<file path="src/rtl/ser8_tx.sv">
// ser8_tx -- framed serial transmitter for one 8-bit word.
//
// A byte loaded with a one-cycle strobe is sent on tx as a start bit (0),
// eight data bits LSB first, and a stop bit (1). Each frame bit is held for
// CLKS_PER_BIT clock cycles. All outputs are registered.
//
// Ports:
//   clk   in   system clock, rising edge
//   rst   in   synchronous active-high reset, aborts any frame in progress
//   ld    in   load strobe, accepted only while busy is low
//   d     in   [7:0] byte to send, sampled on the accepting edge
//   tx    out  serial line, idle high
//   busy  out  high while a frame is in progress
//   done  out  one-cycle pulse after the stop bit completes
module ser8_tx #(
  parameter int CLKS_PER_BIT = 4
) (
  input  logic       clk,
  input  logic       rst,
  input  logic       ld,
  input  logic [7:0] d,
  output logic       tx,
  output logic       busy,
  output logic       done
);

  // A counter of at least one bit keeps CLKS_PER_BIT=1 legal; it then stays 0.
  localparam int CW = (CLKS_PER_BIT > 1) ? $clog2(CLKS_PER_BIT) : 1;
  localparam logic [CW-1:0] CYC_LAST = CW'(CLKS_PER_BIT - 1);

  typedef enum logic [1:0] {
    IDLE  = 2'd0,
    START = 2'd1,
    DATA  = 2'd2,
    STOP  = 2'd3
  } state_t;

  state_t        state_q, state_d;
  logic [CW-1:0] cyc_q, cyc_d;
  logic [2:0]    bit_q, bit_d;
  logic [7:0]    shreg_q, shreg_d;
  logic          tx_q, tx_d;
  logic          busy_q, busy_d;
  logic          done_q, done_d;
  logic          bit_end;

  assign bit_end = (cyc_q == CYC_LAST);

  always_ff @(posedge clk) begin
    if (rst) begin
      state_q <= IDLE;
      cyc_q   <= '0;
      bit_q   <= '0;
      shreg_q <= 8'h00;
      tx_q    <= 1'b1;
      busy_q  <= 1'b0;
      done_q  <= 1'b0;
    end else begin
      state_q <= state_d;
      cyc_q   <= cyc_d;
      bit_q   <= bit_d;
      shreg_q <= shreg_d;
      tx_q    <= tx_d;
      busy_q  <= busy_d;
      done_q  <= done_d;
    end
  end

  // Outputs are computed for the next state so that tx/busy/done are
  // registered and line up with the state they describe.
  always_comb begin
    state_d = state_q;
    cyc_d   = cyc_q;
    bit_d   = bit_q;
    shreg_d = shreg_q;
    tx_d    = tx_q;
    busy_d  = busy_q;
    done_d  = 1'b0;

    case (state_q)
      IDLE: begin
        tx_d   = 1'b1;
        busy_d = 1'b0;
        // Also taken in the done cycle, giving back-to-back frames with a
        // single idle-high cycle between them.
        if (ld) begin
          shreg_d = d;
          state_d = START;
          tx_d    = 1'b0;
          busy_d  = 1'b1;
          cyc_d   = '0;
          bit_d   = '0;
        end
      end

      START: begin
        if (bit_end) begin
          cyc_d   = '0;
          bit_d   = '0;
          state_d = DATA;
          tx_d    = shreg_q[0];
        end else begin
          cyc_d = cyc_q + CW'(1);
        end
      end

      DATA: begin
        if (bit_end) begin
          cyc_d = '0;
          if (bit_q == 3'd7) begin
            state_d = STOP;
            tx_d    = 1'b1;
          end else begin
            shreg_d = {1'b0, shreg_q[7:1]};
            bit_d   = bit_q + 3'd1;
            // Next bit is what becomes bit 0 after this shift.
            tx_d    = shreg_q[1];
          end
        end else begin
          cyc_d = cyc_q + CW'(1);
        end
      end

      STOP: begin
        if (bit_end) begin
          cyc_d   = '0;
          state_d = IDLE;
          tx_d    = 1'b1;
          busy_d  = 1'b0;
          done_d  = 1'b1;
        end else begin
          cyc_d = cyc_q + CW'(1);
        end
      end

      default: begin
        state_d = IDLE;
        tx_d    = 1'b1;
        busy_d  = 1'b0;
      end
    endcase
  end

  assign tx   = tx_q;
  assign busy = busy_q;
  assign done = done_q;

endmodule

</file>
<file path="config.mk">
export PLATFORM = sky130hd
export DESIGN_NAME = ser8_tx
export DESIGN_NICKNAME = d
export VERILOG_FILES = /design/src/rtl/ser8_tx.sv
export SDC_FILE = /design/constraint.sdc
export NUM_CORES = 1
export LEC_CHECK = 0
export CORE_UTILIZATION = 54
export CTS_CLUSTER_DIAMETER = 200
export CTS_CLUSTER_SIZE = 10
export DETAILED_ROUTE_END_ITERATION = 12
export DONT_BUFFER_PORTS = 1
export MAX_ROUTING_LAYER = met4
export PLACE_DENSITY = 0.7
export SYNTH_ARGS = -nofsm -noshare
export SYNTH_HDL_FRONTEND = slang
export SYNTH_SLANG_ARGS = --single-unit
</file>
<file path="constraint.sdc">
create_clock -name clk -period 1.65 [get_ports clk]
set_input_delay 0.4125 -clock clk [delete_from_list [all_inputs] [get_ports clk]]
set_output_delay 0.4125 -clock clk [all_outputs]
set_load 0.1 [all_outputs]
</file>
==> run metrics, run 1 <==
Clock transition at path regs=100 ps; CP required=1870 ps; Tightest Pin Transition=301 ps; sum of negative setup slack=0 ps; Net Sw Frac=0.419; crit path DAT=1810 ps; count of state elements after synthesis=18; # IOs=14; non-filler instance count after layout=131; most common cell after layout, fill and taps aside=nor2_1; skew final=1.21 ps; Final Worst Setup Slack=57.3 ps; clock network power share=0.116; core area=1560 sq um; HPWL after detailed placement=1.24 mm; Final min period=1590 ps; Clock Path Buffers=2; Final Instance Area=1140 sq um; critical path class=register to register; RR Endpoint=shreg_q[4]; Min Hold Slack=162 ps; share of the yosys chip area belonging to registers=0.387; ant diodes=0; DRC viols=2; Synth Flop Type=dfxtp_1; WHS Path Cells=1; violated checks=design-rule violations; most frequent cells in the layout=nor2_1 (17), dfxtp_1 (15), buf_4 (14); crit-path max cell delay=340 ps; site row count=14; Mapped Cells=101; nets=134; Max-Cap Viols=0; worst hold path endpoint=bit_q[2]; Die X=43.5 microns; min-delay src=rst; layout cells sized above 1=0.339; first-pass GRT wire length=3.02 mm; Final setup viols=0; worst-path fanout max=8; number of global-route vias before repair=733; Layout Utilization=0.733; Starting Density=0.598; gr ovfl total=0; Worst setup SP type=register; Mapped Area=932 sq um; Die ar.=1900 sq um; pwr dens=2040 nW/um^2; I/O Buffers=0; number of vias in the routed layout=761; Slew Limit Fails=0; Final ANT Viol Nets=0; Seq pwr share=0.284; worst rel slew slack=0.799; Inserted Clock Buffers=3; EDFF count, synth=0; Area growth, synth to finish=22.6%; FF-to-FF Start=bit_q[0]; distinct cell type count after synthesis=24; outcome=complete, but fails checks; Routed WL=1.93 mm; CP max stage cell=dfxtp_2; Crit. Startpoint=bit_q[0]; static leakage=0.444 nW; Die Y=43.5 microns; Tot Pwr=2.33 mW; Psw=977 uW; Hold Violations, Final=0; drt wl/cell=14.8 microns; final period utilization=0.965; GPL Wtd Cong=0.821; P_int=1.35 mW; placed cell area=995 sq um; iteration-0 DRC count of the detailed router=7; GR Util All Layers=0.226; Achievable Freq=628 MHz; crit-path cells=ha_2 > ha_4 > nand2b_4 > a211oi_4 > buf_6 > nor2_1 > a211oi_2; VDD IR max=0.00115 V; initial antenna violation count=0; Tightest Hold Check Type=primary input to register; clk sinks=18; Yosys warnings=0; Vias/cell=5.81; largest net degree at the start of global routing=19; crit end category=register; Synth Net Count=119; FF-to-FF path depth=7; Logic pwr share=0.600; CTS tree=built; worst skew pair latency=300 ps; DRT Pass-1 Iters=7; Placed Cells=122; Mapped Avg Cell Area=9.23 sq um; CTS HTree Levels=1; Synth async-reset ratio=0; DP Worst Slack=-43.1 ps; root buf cell=clkbuf_4; Worst R2R Setup Slack=60 ps
-- critical path, delay by kind of cell (launching register included) --
kind	cells	cell delay (ps)
AOI/OAI and AO/OA	2	460
adders and majority gates	2	360
DFF	1	340
and+or+nand+nor	2	190
buffers and inverters	1	170
-- flip-flops by register name (all words and copies together), names as in the netlist --
signal   count
busy         1
tx           1
cyc_q        2
state_q      2
bit_q        3
shreg_q      8
done         1
-- Yosys cell counts, types with 2 or more instances --
| cell type | n | area share |
|---|---|---|
| nand2_1 | 6 | 0.024 |
| or2_2 | 2 | 0.013 |
| a211oi_2 | 3 | 0.040 |
| buf_6 | 2 | 0.024 |
| buf_2 | 2 | 0.011 |
| inv_1 | 4 | 0.016 |
| nand2b_1 | 4 | 0.027 |
| dfxtp_1 | 18 | 0.39 |
| nor3_1 | 2 | 0.011 |
| nor2_1 | 17 | 0.068 |
| a211oi_1 | 5 | 0.040 |
| a21oi_1 | 8 | 0.043 |
| ha_1 | 7 | 0.094 |
| clkbuf_1 | 2 | 0.0081 |
| mux2i_1 | 10 | 0.11 |
-- kinds of logic after synthesis --
kind of cell             count (synthesis)  share of synthesized area
AND/OR/NAND/NOR                         34                      0.165
AO/OA/AOI/OAI                           22                      0.188
flip-flops                              18                      0.387
buffers and inverters                   10                     0.0591
multiplexers                            10                      0.107
adder cells (fa/ha/maj)                  7                     0.0940
-- area by class of cell --
type	instances	area (sq um)
Clock buffer	4	36.3
Timing Repair Buffer	16	128
Fill cell	125	417
Multi-Input combinational cell	73	577
Sequential cell	18	367
Tap cell	16	20.0
Inverter	4	15.0
-- power by group through the flow --
stage                     sequential (mW)  combinational [mW]  clock (mW)
after global routing                0.677                1.51       0.289
final                               0.662                1.40       0.271
after CTS                           0.646                1.28       0.283
after detailed placement            0.649                1.17           0
after floorplan                     0.762               0.819           0
after global placement              0.648                1.13           0
-- worst max path at each step --
stage / to / slack (ps) / cells after the start
floorplan: shreg_q[2] / 10 / 8
global placement: bit_q[1] / 20 / 7
detailed placement: shreg_q[6] / -40 / 7
CTS: shreg_q[5] / 8 / 7
global route: shreg_q[4] / -2 / 7
finish: shreg_q[4] / 60 / 7
-- per-layer routing --
metal / part of all wire / GRT usage / wire length (microns) / up-vias
met5: 0 / - / 0 / -
li1: - / - / - / 385
met2: 0.48 / 0.367 / 934 / 19
met1: 0.45 / 0.250 / 877 / 353
met4: 0.014 / 0.0875 / 27 / 0
met3: 0.048 / 0.0833 / 93 / 4
-- what timing repair did --
action                                  CTS  global route
pin swaps                                 2             3
setup buffers                             3             2
hold endpoints to repair                  0             0
hold buffers                              0             0
gates resized for setup                   8            11
endpoints found under the setup margin   10            10
Power figures use the tool's default switching activity.
==> inputs of run 2 (changes only) <==
- SETUP_SLACK_MARGIN: not set -> 0.1
==> run metrics, run 2 (synthesis gave the netlist of run 1 again) <==
VDD IR max=0.00132 V (+15%); core area=1560 sq um (unchanged); static leakage=0.447 nW (+0.64%); GPL Wtd Cong=0.785 (-4.5%); gr ovfl total=0 (unchanged); clk sinks=18 (unchanged); Vias/cell=5.64 (-3.0%); worst skew pair latency=300 ps (about the same); multi-input logic area=638 sq um (+11%); unrepaired setup endpoints after global routing=true; site row count=14 (unchanged); Layout Utilization=0.766 (+0.0329); GR Util All Layers=0.233 (+0.00646); iteration-0 DRC count of the detailed router=8 (+1); CTS HTree Levels=1 (unchanged); Slew Limit Fails=0 (unchanged); pwr dens=2020 nW/um^2 (-0.94%); nets=133 (-0.75%); most frequent cells in the layout=nor2_1 (15), dfxtp_1 (14), buf_4 (13); Inserted Clock Buffers=3 (unchanged); Final Worst Setup Slack=89.4 ps (+32.0 ps); clock network power share=0.091 (-0.025); Psw=1.03 mW (+5.8%); number of global-route vias before repair=742 (+1.2%); Net Sw Frac=0.428 (+0.00918); CP required=1880 ps (about the same); crit path DAT=1790 ps (-20 ps); Final min period=1560 ps (-32.0 ps); Starting Density=0.598 (unchanged); Register Area=373 sq um (+1.7%); Regs by FF count=shreg_q: 8 flops, bit_q: 3 flops; Clock Path Buffers=2 (unchanged); P_int=1.38 mW (+1.9%); Seq pwr share=0.285 (about the same); fill count=98 (-22%); HPWL after detailed placement=1.25 mm (+1.2%); outcome=finished, final reports clean; Final setup viols=0 (unchanged); DP Worst Slack=38.6 ps (+81.6 ps); Die X=43.5 microns (unchanged); final period utilization=0.946 (-0.0194); worst rel slew slack=0.753 (-0.0463); Die Y=43.5 microns (unchanged); worst-path fanout max=8 (unchanged); Achievable Freq=641 MHz (+2.1%); Area growth, synth to finish=28.1%; largest net degree at the start of global routing=19 (unchanged); first-pass GRT wire length=3.20 mm (+6.2%); # hold bufs at CTS=0 (unchanged); Final ANT Viol Nets=0 (unchanged); most common cell after layout, fill and taps aside=nor2_1; Routed WL=1.98 mm (+2.5%); # IOs=14 (unchanged); Tightest Hold Check Type=primary input to register; sum of negative setup slack=0 ps (unchanged); FF-to-FF path depth=7 (unchanged); skew final=3.46 ps (+2.25 ps); Worst setup SP type=register; layout cells sized above 1=0.407 (+0.0679); Hold Violations, Final=0 (unchanged); Tightest Pin Transition=369 ps (+67.8 ps); crit end category=register; ant diodes=0 (unchanged); Max-Cap Viols=0 (unchanged); DRT Pass-1 Iters=4 (-3); Clock transition at path regs=100 ps (about the same); root buf cell=clkbuf_4; initial antenna violation count=0 (unchanged); WHS Path Cells=1 (unchanged); max reg flops=8 (unchanged); I/O Buffers=0 (unchanged); CTS tree=built; Logic pwr share=0.623 (+0.023); drt wl/cell=15.4 microns (+4.1%); number of vias in the routed layout=727 (-4.5%); DRC viols=0 (-2); Die ar.=1900 sq um (unchanged); Reg with most FFs=shreg_q; critical path class=register to register
-- run 2: cell type report --
type,count,area share
inverters,4,0.0168
well taps,16,0.0168
flip-flops and latches,18,0.312
clock buffers,3,0.0189
repair buffers,15,0.101
multi-input cells,73,0.535
-- run 2: power by group through the flow --
stage          registers [mW]  clock network (mW)  logic [mW]
3_5_place_dp            0.664                   0        1.15
4_1_cts                 0.659               0.224        1.28
2_1_floorplan           0.768                   0       0.837
6_report                0.689               0.220        1.50
3_3_place_gp            0.659                   0        1.13
5_1_grt                 0.703               0.248        1.63
-- run 2: per-layer routing --
metal  vias to the layer above  GRT usage  wire [microns]
met5                         -          -               0
met4                         0     0.0563              15
met3                         4     0.0750              80
met2                        18      0.361             978
met1                       326      0.292             906
li1                        379          -               -
-- run 2: per-stage QoR --
stage                     area (sq um)  std cells  hold WS (ps)  total power, mW
after floorplan                    957        101           438             1.61
after global placement            1000        120           443             1.79
after detailed placement          1000        120           452             1.82
after CTS                         1090        127           159             2.16
after global routing              1190        129           137             2.59
final                             1190        129           156             2.41
-- run 2: final timing paths --
| check | from | to | slack (ps) |
|---|---|---|---|
| max | bit_q[0] | shreg_q[5] | 90 |
| min | rst | state_q[0] | 160 |
| max reg2reg | bit_q[0] | shreg_q[5] | 90 |
| min reg2reg | bit_q[1] | bit_q[1] | 480 |
-- run 2: repair_timing --
item / 4_1_cts / 5_1_grt
setup buffers: 4 / 2
endpoints found under the setup margin: 12 / 14
resized for setup: 7 / 21
pin swaps: 8 / 9
-- run 2: critical path, stage by stage, from the launching register on --
cell	delay, ps
dfxtp_4	370
ha_4	160
ha_4	160
nand2b_4	150
a211oi_4	260
buf_6	170
nor2_2	40
a211oi_2	180
